### src/rtl/gpio_irq_pkg.sv
// gpio_irq_pkg: shared constants and helpers for the GPIO/interrupt peripheral.
//   - Register byte offsets inside the 32-byte window (word index = offset[4:2]).
//   - write_n size encodings used by the tinyQV data bus.
//   - Decoded bus request payload and a byte-lane mask helper.
package gpio_irq_pkg;

  localparam int unsigned BUS_DW = 32;
  localparam int unsigned BUS_AW = 28;

  localparam logic [4:0] OFF_OUT     = 5'h00;
  localparam logic [4:0] OFF_IN      = 5'h04;
  localparam logic [4:0] OFF_OE      = 5'h08;
  localparam logic [4:0] OFF_IRQ_EN  = 5'h0C;
  localparam logic [4:0] OFF_MODE    = 5'h10;
  localparam logic [4:0] OFF_POL     = 5'h14;
  localparam logic [4:0] OFF_PENDING = 5'h18;
  localparam logic [4:0] OFF_OUT_TGL = 5'h1C;

  localparam logic [1:0] SZ_BYTE = 2'b00;
  localparam logic [1:0] SZ_HALF = 2'b01;
  localparam logic [1:0] SZ_WORD = 2'b10;
  localparam logic [1:0] SZ_NONE = 2'b11;

  // Decoded, in-window bus request.
  typedef struct packed {
    logic       wr;
    logic       rd;
    logic [2:0] idx;
  } bus_req_t;

  // Bits of the 32-bit register touched by a write of the given size.
  function automatic logic [BUS_DW-1:0] byte_mask(input logic [1:0] wn);
    logic [BUS_DW-1:0] m;
    m = '0;
    case (wn)
      SZ_BYTE: m = 32'h0000_00FF;
      SZ_HALF: m = 32'h0000_FFFF;
      SZ_WORD: m = 32'hFFFF_FFFF;
      default: m = '0;
    endcase
    return m;
  endfunction

endpackage

### src/rtl/gpio_sync_edge.sv
// gpio_sync_edge: per-pin input synchroniser with edge detection.
//   clk, rstn   : clock, async active-low reset
//   pin_async   : raw pad inputs
//   s           : synchronised pin levels (SYNC_STAGES flops deep)
//   rise_c      : s went 0->1 since the previous cycle
//   fall_c      : s went 1->0 since the previous cycle
module gpio_sync_edge #(
  parameter int unsigned NUM_PINS    = 8,
  parameter int unsigned SYNC_STAGES = 2
) (
  input  logic                clk,
  input  logic                rstn,
  input  logic [NUM_PINS-1:0] pin_async,
  output logic [NUM_PINS-1:0] s,
  output logic [NUM_PINS-1:0] rise_c,
  output logic [NUM_PINS-1:0] fall_c
);

  localparam int unsigned CHAIN_W = SYNC_STAGES * NUM_PINS;

  // Oldest stage sits in the top NUM_PINS bits of the chain.
  logic [CHAIN_W-1:0]  chain_q;
  logic [NUM_PINS-1:0] prev_q;

  always_ff @(posedge clk or negedge rstn) begin
    if (!rstn) begin
      chain_q <= '0;
      prev_q  <= '0;
    end else begin
      chain_q <= {chain_q[CHAIN_W-NUM_PINS-1:0], pin_async};
      prev_q  <= s;
    end
  end

  assign s      = chain_q[CHAIN_W-1 -: NUM_PINS];
  assign rise_c = s & ~prev_q;
  assign fall_c = ~s & prev_q;

endmodule

### src/rtl/gpio_irq_ctrl.sv
// gpio_irq_ctrl: NUM_PINS GPIO with per-pin level/edge interrupts on the tinyQV bus.
//   clk, rstn        : clock, async active-low reset
//   addr             : bus address; 32-byte window at BASE_ADDR, index addr[4:2]
//   write_n, read_n  : access size / strobe (11 = idle)
//   data_in/data_out : write data / read data (read data valid with data_ready)
//   data_ready       : writes complete in the request cycle, reads one cycle later
//   gpio_in          : asynchronous pad inputs
//   gpio_out/gpio_oe : pad output values / output enables
//   irq              : registered OR of pending & irq_en
module gpio_irq_ctrl
  import gpio_irq_pkg::*;
#(
  parameter int unsigned NUM_PINS    = 8,
  parameter int unsigned SYNC_STAGES = 2,
  parameter logic [27:0] BASE_ADDR   = 28'h8000040
) (
  input  logic                clk,
  input  logic                rstn,
  input  logic [27:0]         addr,
  input  logic [1:0]          write_n,
  input  logic [1:0]          read_n,
  input  logic [31:0]         data_in,
  output logic [31:0]         data_out,
  output logic                data_ready,
  input  logic [NUM_PINS-1:0] gpio_in,
  output logic [NUM_PINS-1:0] gpio_out,
  output logic [NUM_PINS-1:0] gpio_oe,
  output logic                irq
);

  typedef logic [NUM_PINS-1:0] pins_t;

  logic     sel_c;
  bus_req_t req;
  pins_t    wmask_c, wdata_c, w1c_c;
  pins_t    s, rise_c, fall_c, edge_hit_c, pending_c;
  logic [BUS_DW-1:0] rdata_c;

  pins_t out_q, oe_q, en_q, mode_q, pol_q, edge_q;
  logic  irq_q, rd_pend_q;
  logic [BUS_DW-1:0] data_out_q;

  // addr[1:0] and data_in bits above NUM_PINS carry no meaning here.
  logic unused_bits;
  assign unused_bits = ^{addr[1:0], data_in};

  gpio_sync_edge #(
    .NUM_PINS    (NUM_PINS),
    .SYNC_STAGES (SYNC_STAGES)
  ) u_sync (
    .clk       (clk),
    .rstn      (rstn),
    .pin_async (gpio_in),
    .s         (s),
    .rise_c    (rise_c),
    .fall_c    (fall_c)
  );

  // Address decode; a write wins if a (illegal) read arrives with it.
  assign sel_c = (addr[27:5] == BASE_ADDR[27:5]);

  always_comb begin
    req     = '0;
    req.wr  = sel_c && (write_n != SZ_NONE);
    req.rd  = sel_c && (read_n != SZ_NONE) && !(write_n != SZ_NONE);
    req.idx = addr[4:2];
  end

  // Write lanes restricted to the implemented pins.
  assign wmask_c = NUM_PINS'(byte_mask(write_n));
  assign wdata_c = NUM_PINS'(data_in) & wmask_c;
  assign w1c_c   = (req.wr && (req.idx == OFF_PENDING[4:2])) ? wdata_c : '0;

  // Level pins report the live (polarity-adjusted) input; edge pins the latched bit.
  assign edge_hit_c = (rise_c & ~pol_q) | (fall_c & pol_q);
  assign pending_c  = (mode_q & edge_q) | (~mode_q & (s ^ pol_q));

  // Configuration and output registers.
  always_ff @(posedge clk or negedge rstn) begin
    if (!rstn) begin
      out_q  <= '0;
      oe_q   <= '0;
      en_q   <= '0;
      mode_q <= '0;
      pol_q  <= '0;
    end else if (req.wr) begin
      case (req.idx)
        OFF_OUT[4:2]:     out_q  <= (out_q & ~wmask_c) | wdata_c;
        OFF_OE[4:2]:      oe_q   <= (oe_q & ~wmask_c) | wdata_c;
        OFF_IRQ_EN[4:2]:  en_q   <= (en_q & ~wmask_c) | wdata_c;
        OFF_MODE[4:2]:    mode_q <= (mode_q & ~wmask_c) | wdata_c;
        OFF_POL[4:2]:     pol_q  <= (pol_q & ~wmask_c) | wdata_c;
        OFF_OUT_TGL[4:2]: out_q  <= out_q ^ wdata_c;
        default: ;
      endcase
    end
  end

  // Edge latches: a new edge beats a same-cycle W1C; non-edge pins hold nothing.
  always_ff @(posedge clk or negedge rstn) begin
    if (!rstn) begin
      edge_q <= '0;
      irq_q  <= 1'b0;
    end else begin
      edge_q <= mode_q & ((edge_q & ~w1c_c) | edge_hit_c);
      irq_q  <= |(pending_c & en_q);
    end
  end

  // Read data select.
  always_comb begin
    rdata_c = '0;
    case (req.idx)
      OFF_OUT[4:2]:     rdata_c = BUS_DW'(out_q);
      OFF_IN[4:2]:      rdata_c = BUS_DW'(s);
      OFF_OE[4:2]:      rdata_c = BUS_DW'(oe_q);
      OFF_IRQ_EN[4:2]:  rdata_c = BUS_DW'(en_q);
      OFF_MODE[4:2]:    rdata_c = BUS_DW'(mode_q);
      OFF_POL[4:2]:     rdata_c = BUS_DW'(pol_q);
      OFF_PENDING[4:2]: rdata_c = BUS_DW'(pending_c);
      default:          rdata_c = '0;
    endcase
  end

  // One wait state on reads: capture in the request cycle, respond the next.
  always_ff @(posedge clk or negedge rstn) begin
    if (!rstn) begin
      rd_pend_q  <= 1'b0;
      data_out_q <= '0;
    end else if (rd_pend_q) begin
      rd_pend_q  <= 1'b0;
    end else if (req.rd) begin
      rd_pend_q  <= 1'b1;
      data_out_q <= rdata_c;
    end
  end

  assign data_ready = req.wr | rd_pend_q;
  assign data_out   = data_out_q;
  assign gpio_out   = out_q;
  assign gpio_oe    = oe_q;
  assign irq        = irq_q;

endmodule

### config.mk
export PLATFORM = sky130hd
export DESIGN_NAME = gpio_irq_ctrl
export DESIGN_NICKNAME = d
export VERILOG_FILES = /design/src/rtl/gpio_irq_pkg.sv /design/src/rtl/gpio_sync_edge.sv /design/src/rtl/gpio_irq_ctrl.sv
export SDC_FILE = /design/constraint.sdc
export NUM_CORES = 1
export LEC_CHECK = 0
export CAP_MARGIN = 20
export CORE_MARGIN = 5
export CORE_UTILIZATION = 48
export DETAILED_ROUTE_END_ITERATION = 8
export GPL_ROUTABILITY_DRIVEN = 0
export PLACE_DENSITY = 0.86
export SLEW_MARGIN = 40
export SYNTH_ARGS = -nofsm -noshare
export SYNTH_HDL_FRONTEND = slang
export SYNTH_SLANG_ARGS = --single-unit
export TNS_END_PERCENT = 1
### constraint.sdc
create_clock -name clk -period 2.6 [get_ports clk]
set_clock_uncertainty 0.2 [all_clocks]
set_input_delay 0.52 -clock clk [delete_from_list [all_inputs] [get_ports clk]]
set_output_delay 0.52 -clock clk [all_outputs]
set_load 0.01 [all_outputs]
After elaboration in Yosys (flattened, before gate mapping)

Index checks and enable logic that the tools add are counted.
Widths: inputs -> output; s select.

Logic and storage cells: 77
Bits of input ports: 74
Flip-flop bits (word level): 106

Equal/unequal tests: 12
Bitwise gates (word level): 33
Mux-type cells: 6
Reduce and logical (&&, ||, !) cells: 15

Operators by type and width:

| cell                 | count |
|---|---|
| $and 8x8->8          | 15 |
| $or 8x8->8           | 8 |
| $pmux 8 s7           | 1 |
| $not 8->8            | 6 |
| $pmux 8 s3           | 1 |
| $eq 23x23->1 const B | 1 |
| $pmux 8 s2           | 1 |
| $xor 8x8->8          | 2 |
| $eq 3x3->1 const B   | 4 |
| $reduce_and 2->1     | 6 |
| $mux 8               | 1 |
| $reduce_or 8->1      | 1 |
| $eq 3x2->1 const B   | 2 |
| $logic_and 1x1->1    | 4 |
| $ne 2x2->1 const B   | 2 |
| $eq 3x1->1 const B   | 1 |
| $logic_not 3->1      | 1 |
| $eq 2x1->1 const B   | 1 |
| $eq 2x2->1 const B   | 1 |
| $logic_not 2->1      | 1 |
| $mux 1               | 2 |
| $reduce_bool 2->1    | 1 |
| $logic_not 1->1      | 1 |
| $not 1->1            | 1 |
| $or 1x1->1           | 1 |

Depth between registers and ports, before layout

Gate-level depths: netlist (run 1).

Word-level depth: 8
Depth in mapped cells: 7
Mapped depth without buffers: 5

Hierarchy

From an unflattened synthesis (run 1), not the netlist that was laid out.

Cells, all modules: 378
Area total of the unflattened synthesis: 4310.4 um^2

By module, submodules not included:

| module         | cells each | area an instance (um^2) | times used | sequential area each (um^2) |
|---|---|---|---|---|
| gpio_irq_ctrl  | 330        | 3509.6                  | 1          | 1451.4 |
| gpio_sync_edge | 48         | 800.8                   | 1          | 600.6 |

Worst setup path before layout (run 1)

OpenSTA, ideal clock, no wires.

Path kind: in2out
From: input port addr[21]
To: output port data_ready
Path slack: 130 ps
Data arrival time: 1750 ps
Stages on the path: 5
Buffers on the path: 1
Cell sequence: nor4_1 -> nand4_1 -> nor3b_2 -> clkbuf_1 -> or2_2

Word-level cells in the longest chain between the ends: 3

RTL lines:

| item               | line                 | text |
|---|---|---|
| start: declaration | gpio_irq_ctrl.sv:19  | `input logic [27:0] addr,` |
| $eq 23x23->1       | gpio_irq_ctrl.sv:60  | `assign sel_c = (addr[27:5] == BASE_ADDR[27:5]);` |
| $logic_and 1x1->1  | gpio_irq_ctrl.sv:64  | `req.wr = sel_c && (write_n != SZ_NONE);` |
| $or 1x1->1         | gpio_irq_ctrl.sv:138 | `assign data_ready = req.wr \| rd_pend_q;` |
| end: declaration   | gpio_irq_ctrl.sv:24  | `output logic data_ready,` |

No other way between the ends.

==> metrics.txt, run 1 <==
largest net degree at the start of global routing 49; Hold Crit Class reg -> reg; worst setup path class in -> reg; die span in y 103 um; Fillers 638; Seq cells post-synth 82; sequential area share after synthesis 49.0%; routed vias 3409; Async S/R FF share, synth 100%; CP startpoint kind primary input; global-route wire length before repair 16200 um; required time worst endpoint 2.63 ns; Post-Syn Instances 383; Max-Cap Viols 0; Pint 0.00190 W; post-route clock period utilization 99.5%; # nets final 559; vias in the first global route 3271; worst hold margin 0.149 ns; NetSw 0.000579 W; placed cell areas 0.00516 mm2; Die X 103 um; Area contributors post-synth dfrtp_1, mux2_2, buf_4, mux2_4, mux4_2; Netlist cell types 46; DIE AREA 0.0107 mm2; Post-Route WL 10300 um; Warnings, synthesis 0; WL per Instance 17.2 um; Post-Syn Area 0.00419 mm2; share of cells above drive strength 1 20.8%; Lkg Pwr 2.57 nW; worst-skew pair later-pin latency 0.35 ns; Switching Share 23.3%; Synth top area share 49.0%; 1st-iter DRT viols 220; CP Max Fanout 5; Clock transition at path regs 0.07 ns; PD cells 451 mW/mm2; peak supply drop 312 uV; gr usage total 19.8%; Reg power frac 52.8%; EDFF count, synth 0; Antenna Cells 0; CTS tree yes; Final min period 2.59 ns; Finished Layout Cells 598; Final Cell Area 0.00550 mm2; clock sink count 82; Max Clock Freq 387 MHz; Main synth FF type dfrtp_1; # DRC 0; Critical Path Sink Type flop; area leader, netlist dfrtp_1; Fin. Hold Viols 0; Post-DP HPWL 7510 um; vias per cell 5.70; cts bufs inserted 9; H-Tree Depth 3; most frequent cells in the layout dfrtp_1, clkdlybuf4s50_1, buf_4; outcome completed; Post-DRT Antenna Nets 0; Syn Area/Cell 10.9 um2; combinational share of power 10.0%; Clock Power Share 37.3%; placed instance count 577; FP Rows 34; gr ovfl total 0; Port-buffer cells 73; Slew Limit Fails 0; crit path DAT 2.62 ns; commonest non-fill, non-tap cell in the layout dfrtp_1; Core Footprint 0.00859 mm2; Final Setup Violations 0; Pre-antenna DRT Iters 5; clock root buffer clkbuf_8; Initial Utilization 48.7%; Area Growth Syn to Fin 31.4%; clk buf depth 2; initial antenna violation count 0; # IOs 124
==> per-stage QoR <==
stage	worst slack, ns	utilization (%)	total power, W	TNS, ns
2_1_floorplan	0.130	-	0.00145	0
3_3_place_gp	-0.437	60.0	0.00157	-12.28
3_5_place_dp	-0.510	60.0	0.00158	-16.58
4_1_cts	0.00325	63.1	0.00250	0
5_1_grt	-0.0441	64.1	0.00260	-0.404
6_report	0.0134	64.1	0.00248	0
==> routing by layer <==
metal  routed length (um)  share of wire, %  up-vias  track usage, %
met5                    0                 0        -               0
met4                  170               1.7        0            6.87
met3                 1110                11       18            5.16
met2                 4790                47      169            31.7
met1                 4190                41     1667            26.3
li1                     -                 -     1555               -
==> synthesized netlist by cell type (8+ instances only) <==
cell type   n
dfrtp_1    82
buf_4      24
mux2_2     24
nand2_1    24
a21oi_1    22
nor2_1     20
inv_1      17
o21ai_0    13
clkbuf_1   11
nand2b_1   11
a211oi_1   10
and3_1     10
a41oi_1     9
mux2i_1     9
mux2_4      8
==> final cells by class <==
| cell class | count | area, um2 | share of cell area, % |
|---|---|---|---|
| flip-flops and latches | 82 | 2050 | 37.3 |
| multi-input cells | 265 | 1960 | 35.6 |
| repair buffers | 110 | 1090 | 19.8 |
| clock buffers | 11 | 151 | 2.75 |
| well taps | 108 | 135 | 2.46 |
| inverters | 17 | 63.8 | 1.16 |
| clock inverters | 5 | 52.6 | 0.955 |
==> path summary, 6_finish.rpt <==
kind	slack, ns	to	cells past startpoint	startpoint
max	0.01	flop	8	addr[18]
min	0.15	u_sync.chain_q[11]	0	u_sync.chain_q[3]
max reg2reg	0.91	irq	5	flop
min reg2reg	0.15	u_sync.chain_q[11]	0	u_sync.chain_q[3]
max in group asynchronous	1.14	asynchronous set/reset pin	3	rstn
min in group asynchronous	0.46	u_sync.chain_q[5]	2	rstn
==> logic make-up after synthesis <==
kind of cell    after synthesis  synth area share (%)
simple gates                101                  13.5
compound gates               87                  14.1
flops                        82                  49.0
buf+inv                      59                  7.74
mux                          46                  14.2
xor+xnor                      7                  1.46
other cells                   1                0.0895
==> repair_timing <==
action	CTS	global route
hold endpoints to repair	34	0
pin swaps	4	9
hold buffers	1	0
cloned	0	0
buffers inserted	4	1
endpoints found under the setup margin	15	39
gates resized for setup	14	20
==> power groups by stage <==
stage | clock network, W | registers, W | logic (W)
2_1_floorplan | 0 | 0.00133 | 0.000124
3_3_place_gp | 0 | 0.00133 | 0.000236
3_5_place_dp | 0 | 0.00133 | 0.000242
4_1_cts | 0.000949 | 0.00131 | 0.000245
5_1_grt | 0.00101 | 0.00131 | 0.000272
6_report | 0.000924 | 0.00131 | 0.000247
==> worst max-delay path, cell delays in order <==
cell and delay [ns]:
clkdlybuf4s50_1 0.43, nor3_2 0.21, nand4_1 0.17, nor3b_2 0.27, buf_4 0.18, or3b_4 0.40, buf_6 0.15, mux2_4 0.29
Power figures use the tool's default switching activity.
==> inputs of run 2 (changes only) <==
--- a/config.mk
+++ b/config.mk
@@ -11,6 +11,7 @@
 export DETAILED_ROUTE_END_ITERATION = 8
 export GPL_ROUTABILITY_DRIVEN = 0
 export PLACE_DENSITY = 0.86
+export REMOVE_ABC_BUFFERS = 1
 export SLEW_MARGIN = 40
 export SYNTH_ARGS = -nofsm -noshare
 export SYNTH_HDL_FRONTEND = slang
==> run 2 against run 1 <==
Combinational power is essentially flat. Non-clock buffer count unchanged. Total power is 0.13% lower. Clock power is 0.4% lower. Final cell count did not move. Register-to-register slack is essentially flat. Utilization is 0.073 points lower. Routed wire length increased by 2.9%. Critical path type unchanged. Largest power group unchanged. Highest routed layer unchanged.
==> metrics.txt, run 2 (same netlist as run 1, synthesis figures left out) <==
# nets final 559 (unchanged); Lkg Pwr 2.49 nW (-2.9%); clk buf depth 2 (unchanged); PnR Total Power 0.00248 W (-0.13%); Fin Setup TNS 0 ns (unchanged); gr usage total 20.0% (+0.17 points); post-route clock period utilization 96.5% (-3.0 points); 1st-iter DRT viols 201 (-8.6%); CP startpoint kind primary input; Area Growth Syn to Fin 31.2%; commonest non-fill, non-tap cell in the layout dfrtp_1; vias per cell 5.70 (about the same); outcome completed; most frequent cells in the layout dfrtp_1, clkdlybuf4s50_1, buf_4; crit path DAT 2.56 ns (-0.06 ns); WL per Instance 17.7 um (+2.9%); vias in the first global route 3316 (+1.4%); required time worst endpoint 2.65 ns (+0.02 ns); Final min period 2.51 ns (-0.0788 ns); H-Tree Depth 3 (unchanged); Critical Path Sink Type flop; share of cells above drive strength 1 22.2% (+1.4 points); largest net degree at the start of global routing 55 (+12%); placed cell areas 0.00516 mm2 (unchanged); global-route wire length before repair 16300 um (+0.17%); Post-DRT Antenna Nets 0 (unchanged); Hold Crit Class reg -> reg; die span in y 103 um (unchanged); Max-Cap Viols 0 (unchanged); worst-skew pair later-pin latency 0.36 ns (about the same); PD cells 451 mW/mm2 (about the same); Post-DP HPWL 7510 um (about the same); Final Cell Area 0.00550 mm2 (-0.11%); clock sink count 82 (unchanged); routed vias 3411 (+0.059%); Die X 103 um (unchanged); CP Max Fanout 4 (-1); Post-Route WL 10600 um (+2.9%); gr ovfl total 0 (unchanged); Pre-antenna DRT Iters 5 (unchanged); Antenna Cells 0 (unchanged); Fin. Hold Viols 0 (unchanged); clock root buffer clkbuf_8; Fillers 638 (unchanged); Max Clock Freq 399 MHz (+3.1%); worst setup path class in -> reg; CTS tree yes; Initial Utilization 48.7% (unchanged); cts bufs inserted 9 (unchanged); Final Setup Violations 0 (unchanged); Reg area 0.00205 mm2 (unchanged); # IOs 124 (unchanged); peak supply drop 242 uV (-22%); Clock transition at path regs 0.08 ns (about the same); Core Footprint 0.00859 mm2 (unchanged); FP Rows 34 (unchanged); worst hold margin 0.152 ns (+0.00288 ns); Slew Limit Fails 0 (unchanged); Finished Layout Cells 598 (unchanged); multi-input logic area 0.00199 mm2 (+1.8%); initial antenna violation count 0 (unchanged); DIE AREA 0.0107 mm2 (unchanged); placed instance count 578 (+0.17%); # DRC 0 (unchanged); Port-buffer cells 73 (unchanged)
-- run 2: changes by cell type in the layout (fill, tap and decap cells not counted), moves of 3 or more --
cell,previous run,this run
a211oi_1,8,5
a211oi_2,2,5
a21oi_2,0,4
dlymetal6s2s_1,14,6
clkdlybuf4s50_1,56,61
a21oi_1,22,18
dlygate4sd2_1,1,4
-- run 2: through the flow --
stage / util [%] / setup WS (ns)
floorplan: - / -0.174
global placement: 60.0 / -0.457
detailed placement: 60.0 / -0.575
CTS: 63.4 / 0.0172
global route: 64.0 / -0.00870
finish: 64.0 / 0.0922
-- run 2: cell type report --
| cell class | count | share of cell area [%] |
|---|---|---|
| tap | 108 | 2.46 |
| multi-input combinational | 265 | 36.2 |
| sequential | 82 | 37.3 |
| clock buffer | 11 | 2.57 |
| inverter | 17 | 1.16 |
| timing repair buffer | 110 | 19.3 |
| clock inverter | 5 | 0.979 |
-- run 2: routing by layer --
layer  vias up  part of all wire [%]  GRT usage, %
li1       1552                     -             -
met1      1667                    40          25.4
met2       168                    48          32.1
met3        24                   9.3          4.90
met4         0                   2.1          9.66
met5         -                     0             0
-- run 2: worst paths after layout --
check / depth (start not counted) / start / end / slack [ns]
setup / recovery: 9 / addr[18] / flop / 0.09
hold / removal: 0 / u_sync.chain_q[1] / u_sync.chain_q[9] / 0.15
setup reg to reg: 5 / flop / irq / 0.91
hold reg to reg: 0 / u_sync.chain_q[1] / u_sync.chain_q[9] / 0.15
max in group asynchronous: 3 / rstn / asynchronous set/reset pin / 1.17
min in group asynchronous: 2 / rstn / asynchronous set/reset pin / 0.42
-- run 2: power breakdown --
group / switching, W / internal [W] / total [W] / leakage, nW
Sequential: 0.0000161 / 0.00129 / 0.00131 / 1.09
Clock: 0.000453 / 0.000467 / 0.000920 / 0.103
Combinational: 0.000130 / 0.000118 / 0.000248 / 1.30
Total: 0.000599 / 0.00188 / 0.00248 / 2.49
-- run 2: timing repair --
action                     CTS  global route
pin swaps                    6             4
setup endpoints to repair   23            25
gates resized for setup     25            12
hold buffers                 1             0
hold endpoints to repair    28             0
setup buffers                6             0
-- run 2: worst max-delay path, cell delays in order --
cell	delay [ns]
clkdlybuf4s50_1	0.40
nor3_1	0.19
nand4_1	0.18
buf_4	0.18
buf_4	0.14
or4_4	0.54
buf_4	0.18
a21oi_1	0.17
a211oi_2	0.06
